<file path="src/rtl/mem_bus_arbiter.sv">
// mem_bus_arbiter: two-master arbiter sharing one synchronous RAM through an issue/wait/response FSM.
// Optional grant/conflict counters are compiled in when MEM_BUS_ARBITER_STATS_EN is defined.
module mem_bus_arbiter #(
    parameter int unsigned MEM_LAT   = 1,
    parameter bit          PRIO_MODE = 1'b0
) (
    input  logic        clk,
    input  logic        reset,
    input  logic        m0_req,
    input  logic [31:0] m0_addr,
    input  logic [31:0] m0_wdata,
    input  logic [3:0]  m0_be,
    output logic        m0_ack,
    output logic [31:0] m0_rdata,
    input  logic        m1_req,
    input  logic [31:0] m1_addr,
    input  logic [31:0] m1_wdata,
    input  logic [3:0]  m1_be,
    output logic        m1_ack,
    output logic [31:0] m1_rdata,
    output logic        mem_en,
    output logic [31:0] mem_addr,
    output logic [31:0] mem_wdata,
    output logic [3:0]  mem_be,
    input  logic [31:0] mem_rdata,
    output logic        busy
`ifdef MEM_BUS_ARBITER_STATS_EN
    ,
    output logic [31:0] stat_m0_grants,
    output logic [31:0] stat_m1_grants,
    output logic [31:0] stat_conflicts
`endif
);
    typedef enum logic [1:0] {IDLE, ISSUE, WAIT, RESP} state_t;

    state_t      state_q, state_d;
    logic        gnt_q, gnt_d, last_q, last_d, win, any_req;
    logic [3:0]  cnt_q, cnt_d, be_q, be_d;
    logic [31:0] addr_q, addr_d, wdata_q, wdata_d, rd0_q, rd0_d, rd1_q, rd1_d;

    assign any_req = m0_req | m1_req;
    // round-robin favours whoever did not win last; fixed priority always favours m0
    assign win = (m0_req & m1_req) ? (PRIO_MODE ? 1'b0 : ~last_q) : m1_req;

    always_ff @(posedge clk) begin
        if (reset) begin
            state_q <= IDLE;
            gnt_q   <= 1'b0;
            last_q  <= 1'b1;
            cnt_q   <= '0;
            addr_q  <= '0;
            wdata_q <= '0;
            be_q    <= '0;
            rd0_q   <= '0;
            rd1_q   <= '0;
        end else begin
            state_q <= state_d;
            gnt_q   <= gnt_d;
            last_q  <= last_d;
            cnt_q   <= cnt_d;
            addr_q  <= addr_d;
            wdata_q <= wdata_d;
            be_q    <= be_d;
            rd0_q   <= rd0_d;
            rd1_q   <= rd1_d;
        end
    end

    always_comb begin
        state_d = state_q;
        gnt_d   = gnt_q;
        last_d  = last_q;
        cnt_d   = cnt_q;
        addr_d  = addr_q;
        wdata_d = wdata_q;
        be_d    = be_q;
        rd0_d   = rd0_q;
        rd1_d   = rd1_q;
        case (state_q)
            IDLE: if (any_req) begin
                state_d = ISSUE;
                gnt_d   = win;
                last_d  = win;
                addr_d  = win ? m1_addr : m0_addr;
                wdata_d = win ? m1_wdata : m0_wdata;
                be_d    = win ? m1_be : m0_be;
            end
            ISSUE: begin
                cnt_d   = 4'(MEM_LAT - 1);
                state_d = WAIT;
            end
            WAIT: begin
                cnt_d = (cnt_q == 4'd0) ? cnt_q : cnt_q - 4'd1;
                if (cnt_q == 4'd0) begin
                    state_d = RESP;
                    rd0_d   = (be_q == 4'd0 && !gnt_q) ? mem_rdata : rd0_q;
                    rd1_d   = (be_q == 4'd0 && gnt_q) ? mem_rdata : rd1_q;
                end
            end
            RESP:    state_d = IDLE;
            default: state_d = IDLE;
        endcase
    end

    assign mem_en    = state_q == ISSUE;
    assign mem_addr  = addr_q;
    assign mem_wdata = wdata_q;
    assign mem_be    = be_q;
    assign m0_ack    = state_q == RESP && !gnt_q;
    assign m1_ack    = state_q == RESP && gnt_q;
    assign m0_rdata  = rd0_q;
    assign m1_rdata  = rd1_q;
    assign busy      = state_q != IDLE;

`ifdef MEM_BUS_ARBITER_STATS_EN
    logic [31:0] g0_q, g1_q, cf_q;

    always_ff @(posedge clk) begin
        if (reset) begin
            g0_q <= '0;
            g1_q <= '0;
            cf_q <= '0;
        end else if (state_q == IDLE) begin
            if (any_req && !win && g0_q != '1) g0_q <= g0_q + 32'd1;
            if (any_req && win && g1_q != '1) g1_q <= g1_q + 32'd1;
            if (m0_req && m1_req && cf_q != '1) cf_q <= cf_q + 32'd1;
        end
    end

    assign stat_m0_grants = g0_q;
    assign stat_m1_grants = g1_q;
    assign stat_conflicts = cf_q;
`endif
endmodule
</file>
<file path="config.mk">
export PLATFORM = sky130hd
export DESIGN_NAME = mem_bus_arbiter
export DESIGN_NICKNAME = d
export VERILOG_FILES = /design/src/rtl/mem_bus_arbiter.sv
export SDC_FILE = /design/constraint.sdc
export NUM_CORES = 1
export LEC_CHECK = 0
export BUFFER_PORTS_ARGS = -buffer_cell sky130_fd_sc_hd__buf_2
export CORE_ASPECT_RATIO = 0.8
export CORE_MARGIN = 1
export CORE_UTILIZATION = 41
export DETAILED_ROUTE_END_ITERATION = 6
export PLACE_DENSITY = 0.83
export SETUP_SLACK_MARGIN = 0.02
export SLEW_MARGIN = 15
export SYNTH_ARGS = -nofsm -noshare
export SYNTH_HDL_FRONTEND = slang
export SYNTH_SLANG_ARGS = --single-unit
</file>
<file path="constraint.sdc">
create_clock -name clk -period 1.9 [get_ports clk]
set_input_delay 0.19 -clock clk [delete_from_list [all_inputs] [get_ports clk]]
set_output_delay 0.19 -clock clk [all_outputs]
set_load 0.1 [all_outputs]
</file>
==> impl_metrics.env, run 1 <==
export IMPL_hold_class="input port to flip-flop"
export IMPL_ys_types=32
export IMPL_syn_cell_area_um2=6130
export IMPL_syn_nets=787
export IMPL_finalMaxSlewViolations=0
export IMPL_cts_made_buffers=17
export IMPL_cts_sinks=140
export IMPL_fin_worst_skew_ns=0.0133
export IMPL_start_kind="flip-flop"
export IMPL_synth_ff_type="dfxtp_1"
export IMPL_synth_seq_cells=140
export IMPL_min_period_ns=1.92
export IMPL_die_w_um=139
export IMPL_p_per_area_nw_per_um2=1760
export IMPL_grt_pass1_vias=5046
export IMPL_die_y_um=111
export IMPL_fin_nets=1088
export IMPL_yosys_area_top_type_share_pct=45.7
export IMPL_yosys_top_cells_count="140 x dfxtp_1, 133 x mux2i_1, 99 x nand2b_1"
export IMPL_drt_iter0_markers=213
export IMPL_row_count=39
export IMPL_place_inst=1066
export IMPL_wirelength_mm=15.7
export IMPL_peakVddDrop_mv=0.956
export IMPL_synth_edf_count=0
export IMPL_setup_viol=13
export IMPL_cts_tree="yes"
export IMPL_startpoint="cnt_q[1]"
export IMPL_fin_setup_tns_ns=-0.0515
export IMPL_clock_root_buffer="clkbuf_16"
export IMPL_cp_slowest_stage_delay_ns=0.50
export IMPL_worst_slew_pin_slew_ns=0.517
export IMPL_fp_coreArea_um2=14400
export IMPL_rsz0062_at_grt="yes"
export IMPL_grt_usage_pct=20.5
export IMPL_critPathArrivalTime_ns=2.21
export IMPL_final_layout_size_suffix_gt1_share_pct=41.3
export IMPL_fmax_mhz=521
export IMPL_hold_depth=3
export IMPL_synth_most_common_cell="dfxtp_1"
export IMPL_max_slew_margin_pct=65.8
export IMPL_area_growth_pct=40.9
export IMPL_post_dp_hpwl_mm=11.3
export IMPL_reg2reg_to="m1_rdata[29]"
export IMPL_setup_ws_ns=-0.0200
export IMPL_hold_ws_ns=0.0575
export IMPL_pin_count=308
export IMPL_start_util_pct=42.4
export IMPL_ys_seq_area_share_pct=45.7
export IMPL_finalHoldViolations=0
export IMPL_dieArea_um2=15400
export IMPL_gp_congestion=0.766
export IMPL_grt_max_degree=81
export IMPL_dr_pass1_iters=7
export IMPL_crit_path_end_kind="flip-flop"
export IMPL_status="complete, but fails checks"
export IMPL_syn_area_per_cell_um2=10.1
export IMPL_drc=19
export IMPL_antenna_found_initial=0
export IMPL_antenna_cells=0
export IMPL_crit_path_cell_trace="inv_2 > ha_4 > or3b_4 > or4_4 > buf_12 > mux2i_1"
export IMPL_synthCells=608
export IMPL_ff2ff_setup_slack_ns=-0.02
export IMPL_n_fill_cell=1237
export IMPL_yosysTopAreaCell="dfxtp_1"
export IMPL_synthArstFlopShare_pct=0
export IMPL_post_route_period_util_pct=101
export IMPL_dp_slack_ns=-0.0538
export IMPL_grt_pass1_wl_mm=24.9
export IMPL_worst_r2r_path_depth=6
export IMPL_cap_violations=0
export IMPL_reg2reg_from="cnt_q[1]"
export IMPL_violations="DRC, setup timing"
export IMPL_io_buffers=307
export IMPL_critPathRequiredTime_ns=2.19
export IMPL_clk_pin_slew_ns=0.06
export IMPL_crit_type="flip-flop to flip-flop"
export IMPL_overflow=0
export IMPL_synth_area_leaders="dfxtp_1 46%, mux2i_1 22%, nand2b_1 10%"
export IMPL_drtAntennaViolNets=0
export IMPL_drt_vias_per_instance=4.82
export IMPL_num_vias=5327
export IMPL_htree_levels=4
export IMPL_clkLatencyLatePin_ns=0.42
export IMPL_endpoint="m1_rdata[29]"
export IMPL_cp_max_fo=32
export IMPL_yosys_warnings=0
export IMPL_power_leakage_nw=4.20
export IMPL_cts_max_path_buffers=2
export IMPL_cpMaxStageDelayCell="or4_4"
export IMPL_wl_per_cell_um=14.2
export IMPL_finalNonFillerCells=1106
[worst max-delay path: cells and delay by family (launching register included)]
kind / cells / cell delay (ns)
flops: 1 / 0.33
simple gates: 2 / 0.88
buf+inv: 2 / 0.29
mux: 1 / 0.14
fa+ha+maj: 1 / 0.14
[cells in the final DEF, fill, tap and decap left out, types with 2 or more instances in the layout]
cell | Yosys | final
nand3_1 | 3 | 3
buf_4 | 0 | 16
inv_6 | 0 | 3
buf_6 | 1 | 2
nand2b_1 | 99 | 99
ha_1 | 7 | 6
bufinv_16 | 0 | 3
a21oi_1 | 3 | 3
buf_2 | 11 | 305
o31ai_1 | 2 | 2
a31oi_1 | 2 | 2
mux2i_1 | 133 | 132
nor2_1 | 74 | 74
buf_12 | 3 | 9
inv_2 | 0 | 2
dfxtp_2 | 0 | 6
o21ai_0 | 2 | 2
clkinv_4 | 0 | 6
clkbuf_16 | 0 | 18
dfxtp_1 | 140 | 134
a211oi_1 | 69 | 69
inv_1 | 6 | 4
nor3_1 | 2 | 2
[worst min-delay path by stage]
stage	start	end
after floorplan	mem_rdata[10]	m1_rdata[10]
after global placement	m0_rdata[9]	m0_rdata[9]
after detailed placement	m0_rdata[22]	m0_rdata[22]
after CTS	mem_rdata[12]	m1_rdata[12]
after global routing	mem_rdata[16]	m1_rdata[16]
final	mem_rdata[16]	m1_rdata[16]
[report_power, final]
part	internal [mW]	switching (mW)
clock	2.10	1.32
sequential	3.59	0.333
combinational	1.58	6.24
[kinds of logic after synthesis]
| group | count (synthesis) | synth area share, % |
|---|---|---|
| buf+inv | 57 | 4.64 |
| fa+ha+maj | 7 | 1.43 |
| compound gates | 83 | 9.97 |
| flops | 140 | 45.7 |
| mux | 133 | 21.7 |
| simple gates | 188 | 16.5 |
[metal layers]
layer / routed length [um] / share of wire (%) / up-vias / track usage, %
li1: - / - / 2727 / -
met1: 6690 / 43 / 2391 / 23.3
met2: 7780 / 50 / 190 / 36.5
met3: 1010 / 6.4 / 19 / 5.89
met4: 212 / 1.4 / 0 / 7.41
met5: 0 / 0 / - / 0
[stage by stage]
step           instance area [um2]  power (mW)  util, %
2_1_floorplan                 6160        10.4        -
3_3_place_gp                  7900        11.6     54.7
3_5_place_dp                  7900        11.7     54.7
4_1_cts                       8600        15.3     59.5
5_1_grt                       8630        15.8     59.8
6_report                      8630        15.2     59.8
[cell type report]
type | instances | area, um2 | share of cell area (%)
Timing Repair Buffer | 333 | 1870 | 21.7
Clock buffer | 18 | 429 | 4.97
Inverter | 6 | 22.5 | 0.261
Multi-Input combinational cell | 411 | 3080 | 35.7
Clock inverter | 14 | 185 | 2.15
Tap cell | 184 | 230 | 2.67
Sequential cell | 140 | 2810 | 32.6
[sequential cells by signal, summed over array words and instances (netlist names)]
name       flops
m0_rdata      32
mem_wdata     32
m1_rdata      32
mem_be         4
mem_addr      32
last_q         1
cnt_q          4
gnt_q          1
state_q        2
[timing repair]
action	CTS	global route
cloned	2	1
hold buffers	0	0
buffers inserted	3	3
pin swaps	1	0
resized for setup	5	3
setup endpoints to repair	65	64
Note: power is estimated with default switching activity, not from simulation.
==> run 2, diff against run 1 <==
--- a/config.mk
+++ b/config.mk
@@ -5,12 +5,13 @@
 export SDC_FILE = /design/constraint.sdc
 export NUM_CORES = 1
 export LEC_CHECK = 0
+export ABC_AREA = 1
 export BUFFER_PORTS_ARGS = -buffer_cell sky130_fd_sc_hd__buf_2
 export CORE_ASPECT_RATIO = 0.8
-export CORE_MARGIN = 1
+export CORE_MARGIN = 2
 export CORE_UTILIZATION = 41
 export DETAILED_ROUTE_END_ITERATION = 6
-export PLACE_DENSITY = 0.83
+export PLACE_DENSITY = 0.76
 export SETUP_SLACK_MARGIN = 0.02
 export SLEW_MARGIN = 15
 export SYNTH_ARGS = -nofsm -noshare
==> impl_metrics.env, run 2 <==
export IMPL_status="completed"
export IMPL_drt_iter0_markers=388
export IMPL_p_clk_share_pct=20.4
export IMPL_pwr_share_comb_pct=54.9
export IMPL_hold_ws_ns=0.0134
export IMPL_pwr_share_seq_pct=24.7
export IMPL_fmax_mhz=570
export IMPL_synth_area_leaders="dfxtp_1 46%, nand2_1 18%, nor2_1 12%"
export IMPL_grt_pass1_vias=6204
export IMPL_cts_sinks=140
export IMPL_yosys_warnings=0
export IMPL_synth_ff_type="dfxtp_1"
export IMPL_syn_cell_area_um2=6120
export IMPL_final_layout_size_suffix_gt1_share_pct=29.7
export IMPL_final_cell_mix="306 x buf_2, 286 x nand2_1, 202 x nor2_1, 140 x dfxtp_1, 75 x a21oi_1"
export IMPL_rsz0062_at_grt="no"
export IMPL_synth_seq_cells=140
export IMPL_start_util_pct=42.4
export IMPL_antenna_found_initial=0
export IMPL_crit_path_cell_trace="ha_1 > inv_1 > nor2_2 > buf_2"
export IMPL_finalMaxSlewViolations=0
export IMPL_ys_seq_area_share_pct=45.8
export IMPL_crit_type="flip-flop to primary output"
export IMPL_clock_root_buffer="clkbuf_16"
export IMPL_ys_types=19
export IMPL_fin_nets=1405
export IMPL_cts_max_path_buffers=2
export IMPL_p_per_area_nw_per_um2=1870
export IMPL_place_inst=1355
export IMPL_fin_setup_tns_ns=0
export IMPL_htree_levels=4
export IMPL_row_count=39
export IMPL_setup_viol=0
export IMPL_yosys_top_cells_count="287 x nand2_1, 203 x nor2_1, 140 x dfxtp_1"
export IMPL_path_buf_inv=2
export IMPL_crit_family="buffers and inverters"
export IMPL_synthCells=901
export IMPL_fp_coreArea_um2=14400
export IMPL_post_route_period_util_pct=92.3
export IMPL_p_sw_mw=8.92
export IMPL_switching_share_pct=54.4
export IMPL_power_mw=16.4
export IMPL_hold_class="input port to flip-flop"
export IMPL_grt_max_degree=65
export IMPL_dr_pass1_iters=4
export IMPL_max_slew_margin_pct=66.0
export IMPL_overflow=0
export IMPL_peakVddDrop_mv=1.47
export IMPL_synth_edf_count=0
export IMPL_gp_congestion=0.848
export IMPL_finalNonFillerCells=1421
export IMPL_drtAntennaViolNets=0
export IMPL_layout_commonest_cell="buf_2"
export IMPL_pin_count=308
export IMPL_synthArstFlopShare_pct=0
export IMPL_dpl_instance_area_um2=7800
export IMPL_drt_vias_per_instance=4.67
export IMPL_die_y_um=113
export IMPL_die_w_um=141
export IMPL_cap_violations=0
export IMPL_post_dp_hpwl_mm=12.2
export IMPL_grt_pass1_wl_mm=28.1
export IMPL_io_buffers=307
export IMPL_syn_nets=1080
export IMPL_finalHoldViolations=0
export IMPL_dieArea_um2=15900
export IMPL_grt_usage_pct=21.5
export IMPL_area_growth_pct=43.1
export IMPL_clkLatencyLatePin_ns=0.41
export IMPL_worst_slew_pin_slew_ns=0.514
export IMPL_cp_max_fo=4
export IMPL_post_cts_buffers=0
export IMPL_num_vias=6634
export IMPL_clk_pin_slew_ns=0.06
export IMPL_critPathArrivalTime_ns=1.56
export IMPL_yosysTopAreaCell="dfxtp_1"
export IMPL_cpMaxStageDelayCell="buf_2"
export IMPL_p_int_mw=7.48
export IMPL_synth_most_common_cell="nand2_1"
export IMPL_min_period_ns=1.75
export IMPL_cts_made_buffers=17
export IMPL_wl_per_cell_um=12.3
export IMPL_crit_path_end_kind="primary output"
export IMPL_stdcell_area_um2=8760
export IMPL_syn_area_per_cell_um2=6.80
export IMPL_antenna_cells=0
export IMPL_cts_tree="yes"
export IMPL_critPathRequiredTime_ns=1.71
export IMPL_cp_slowest_stage_delay_ns=0.43
export IMPL_fin_worst_skew_ns=0.00734
export IMPL_yosys_area_top_type_share_pct=45.8
export IMPL_start_kind="flip-flop"
export IMPL_drc=0
export IMPL_power_leakage_nw=4.63
export IMPL_wirelength_mm=17.4
-- run 2: changes by cell type in the layout (fill, tap and decap cells not counted), sizes merged, moves of 36 or more --
cell	before	now
a211oi	69	0
mux2i	133	0
dlygate4sd3	0	36
o21ai	2	69
nor2	74	206
a21oi	3	76
inv	10	50
nand2b	99	0
nand2	0	287
-- run 2: through the flow --
step	setup slack, ns	utilization, %
after global routing	0.0442	60.7
after detailed placement	0.231	54.0
after floorplan	0.103	-
final	0.147	60.7
after CTS	0.0644	60.7
after global placement	0.254	54.0
-- run 2: final timing paths --
path	cells past startpoint	slack [ns]	start	end
setup / recovery	4	0.15	state_q[1]	m0_ack
hold / removal	3	0.01	m1_wdata[9]	mem_wdata[9]
setup reg to reg	8	0.20	state_q[0]	m1_rdata[21]
hold reg to reg	2	0.46	last_q	last_q
-- run 2: cell families (layout without fill, tap and decap cells) --
| logic type | count (synthesis) | after routing | synth area share [%] |
|---|---|---|---|
| fa+ha+maj | 7 | 7 | 1.43 |
| flops | 140 | 140 | 45.8 |
| simple gates | 503 | 503 | 32.1 |
| compound gates | 145 | 145 | 11.9 |
| buf+inv | 106 | 442 | 8.83 |
-- run 2: worst register-to-register path, cell delays in order, from the launching register on --
cell and delay [ns]:
dfxtp_1 0.32, inv_1 0.12, ha_1 0.27, nand3_4 0.16, nor2_8 0.31, buf_12 0.22
nand2_1 0.09, nand2_1 0.07, nor2_1 0.05
-- run 2: layout make-up --
type                       instances  area [um2]
clock buffer                      19         453
clock inverter                    11         145
inverter                          51         193
multi-input combinational        655        2790
timing repair buffer             361        2150
fill                            1330        5680
tap                              184         230
sequential                       140        2800
-- run 2: power groups by stage --
stage / clock (mW) / sequential [mW] / combinational [mW]
after CTS: 3.41 / 4.05 / 9.01
after floorplan: 0 / 9.11 / 2.38
after global routing: 3.57 / 4.14 / 9.51
final: 3.35 / 4.05 / 9.00
after global placement: 0 / 4.08 / 8.88
after detailed placement: 0 / 4.10 / 8.94
-- run 2: what timing repair did --
| item | in CTS | in global routing |
|---|---|---|
| hold buffers | 36 | 0 |
| hold endpoints to repair | 36 | 0 |
| resized for setup | 0 | 1 |
| endpoints found under the setup margin | 0 | 1 |
-- run 2: layer usage --
metal	global-route usage, %	up-vias	wire length, um
li1	-	3431	-
met1	24.5	2943	7210
met2	37.8	224	8560
met3	6.35	36	1190
met4	9.20	0	454
met5	0	-	0
==> run 3, diff against run 2 <==
--- a/config.mk
+++ b/config.mk
@@ -17,3 +17,4 @@
 export SYNTH_ARGS = -nofsm -noshare
 export SYNTH_HDL_FRONTEND = slang
 export SYNTH_SLANG_ARGS = --single-unit
+export TNS_END_PERCENT = 20
==> constraint.sdc (replaced) <==
create_clock -name clk -period 1.9 [get_ports clk]
set_input_delay 0.475 -clock clk [delete_from_list [all_inputs] [get_ports clk]]
set_output_delay 0.475 -clock clk [all_outputs]
set_load 0.1 [all_outputs]
==> impl_metrics.env, run 3 (synthesis results as in run 2) <==
export IMPL_cp_max_fo=4
export IMPL_clkLatencyLatePin_ns=0.41
export IMPL_fin_worst_skew_ns=0.0113
export IMPL_finalHoldViolations=0
export IMPL_fin_setup_tns_ns=0
export IMPL_peakVddDrop_mv=1.29
export IMPL_fp_coreArea_um2=14400
export IMPL_drt_iter0_markers=368
export IMPL_max_slew_margin_pct=66.1
export IMPL_crit_type="flip-flop to primary output"
export IMPL_cts_sinks=140
export IMPL_cts_max_path_buffers=2
export IMPL_dpl_instance_area_um2=7780
export IMPL_die_w_um=141
export IMPL_final_layout_size_suffix_gt1_share_pct=30.5
export IMPL_finalMaxSlewViolations=0
export IMPL_hold_class="input port to flip-flop"
export IMPL_critPathArrivalTime_ns=1.31
export IMPL_clk_pin_slew_ns=0.06
export IMPL_die_y_um=113
export IMPL_layout_commonest_cell="buf_2"
export IMPL_antenna_cells=0
export IMPL_final_cell_mix="303 x buf_2, 286 x nand2_1, 202 x nor2_1, 138 x dfxtp_1, 75 x a21oi_1"
export IMPL_start_kind="flip-flop"
export IMPL_overflow=0
export IMPL_antenna_found_initial=0
export IMPL_gp_congestion=0.861
export IMPL_rsz0062_at_grt="no"
export IMPL_drtAntennaViolNets=0
export IMPL_stdcell_area_um2=8440
export IMPL_grt_usage_pct=20.2
export IMPL_fmax_mhz=559
export IMPL_power_leakage_nw=4.49
export IMPL_cts_tree="yes"
export IMPL_dr_pass1_iters=5
export IMPL_min_period_ns=1.79
export IMPL_post_dp_hpwl_mm=11.5
export IMPL_area_growth_pct=37.8
export IMPL_post_cts_buffers=0
export IMPL_cap_violations=0
export IMPL_status="completed"
export IMPL_p_per_area_nw_per_um2=1960
export IMPL_htree_levels=4
export IMPL_drt_vias_per_instance=4.61
export IMPL_grt_pass1_wl_mm=26.4
export IMPL_drc=0
export IMPL_grt_pass1_vias=5829
export IMPL_post_route_period_util_pct=94.2
export IMPL_dieArea_um2=15900
export IMPL_setup_viol=0
export IMPL_fin_nets=1361
export IMPL_grt_max_degree=87
export IMPL_wirelength_mm=16.3
export IMPL_row_count=39
export IMPL_worst_slew_pin_slew_ns=0.512
export IMPL_wl_per_cell_um=11.8
export IMPL_critPathRequiredTime_ns=1.42
export IMPL_start_util_pct=42.4
export IMPL_ff2ff_setup_slack_ns=0.25
export IMPL_io_buffers=307
export IMPL_clock_root_buffer="clkbuf_16"
export IMPL_cts_made_buffers=17
export IMPL_num_vias=6364
export IMPL_crit_path_end_kind="primary output"
export IMPL_pin_count=308
run 3: worst max-delay path, cell delays in order (launching register included):
cell and delay, ns:
dfxtp_2 0.34, inv_1 0.08, ha_2 0.21, inv_2 0.10, buf_12 0.18
run 3: stage by stage:
| stage | hold slack [ns] | instances | power, mW | utilization, % | setup slack, ns |
|---|---|---|---|---|---|
| floorplan | 0.429 | 901 | 11.5 | - | 0.0943 |
| global placement | 0.458 | 1347 | 12.9 | 53.8 | 0.315 |
| detailed placement | 0.465 | 1347 | 13.0 | 53.8 | 0.296 |
| CTS | 0.267 | 1379 | 16.7 | 58.4 | 0.0241 |
| global route | 0.278 | 1379 | 17.4 | 58.4 | 0.0414 |
| finish | 0.284 | 1379 | 16.5 | 58.4 | 0.110 |
run 3: layer usage:
layer	track usage, %	vias up	wire, um
met4	9.27	0	453
met5	0	-	0
met2	34.0	234	7610
met3	5.84	44	1030
li1	-	3345	-
met1	24.0	2741	7170
run 3: path summary, 6_finish.rpt:
kind	startpoint	end	cells after the start
setup / recovery	state_q[0]	busy	4
hold / removal	m1_addr[29]	mem_addr[29]	3
setup reg to reg	state_q[0]	mem_addr[15]	8
hold reg to reg	last_q	last_q	2
run 3: cell type report:
type	count	area, um2
flip-flops and latches	140	2810
well taps	184	230
multi-input cells	655	2800
inverters	51	193
fillers	1379	6000
repair buffers	317	1760
clock buffers	19	443
clock inverters	13	214
run 3: report_power, final:
part           total (mW)  internal, mW  switching, mW  leakage [nW]
clock                3.64          2.38           1.26         0.314
sequential           4.04          3.69          0.354          1.15
combinational        8.86          1.58           7.28          3.02
total                16.5          7.64           8.90          4.49
run 3: timing repair:
action	CTS	global route
gates resized for setup	1	2
endpoints found under the setup margin	1	3
hold buffers	0	0
cloned	0	0
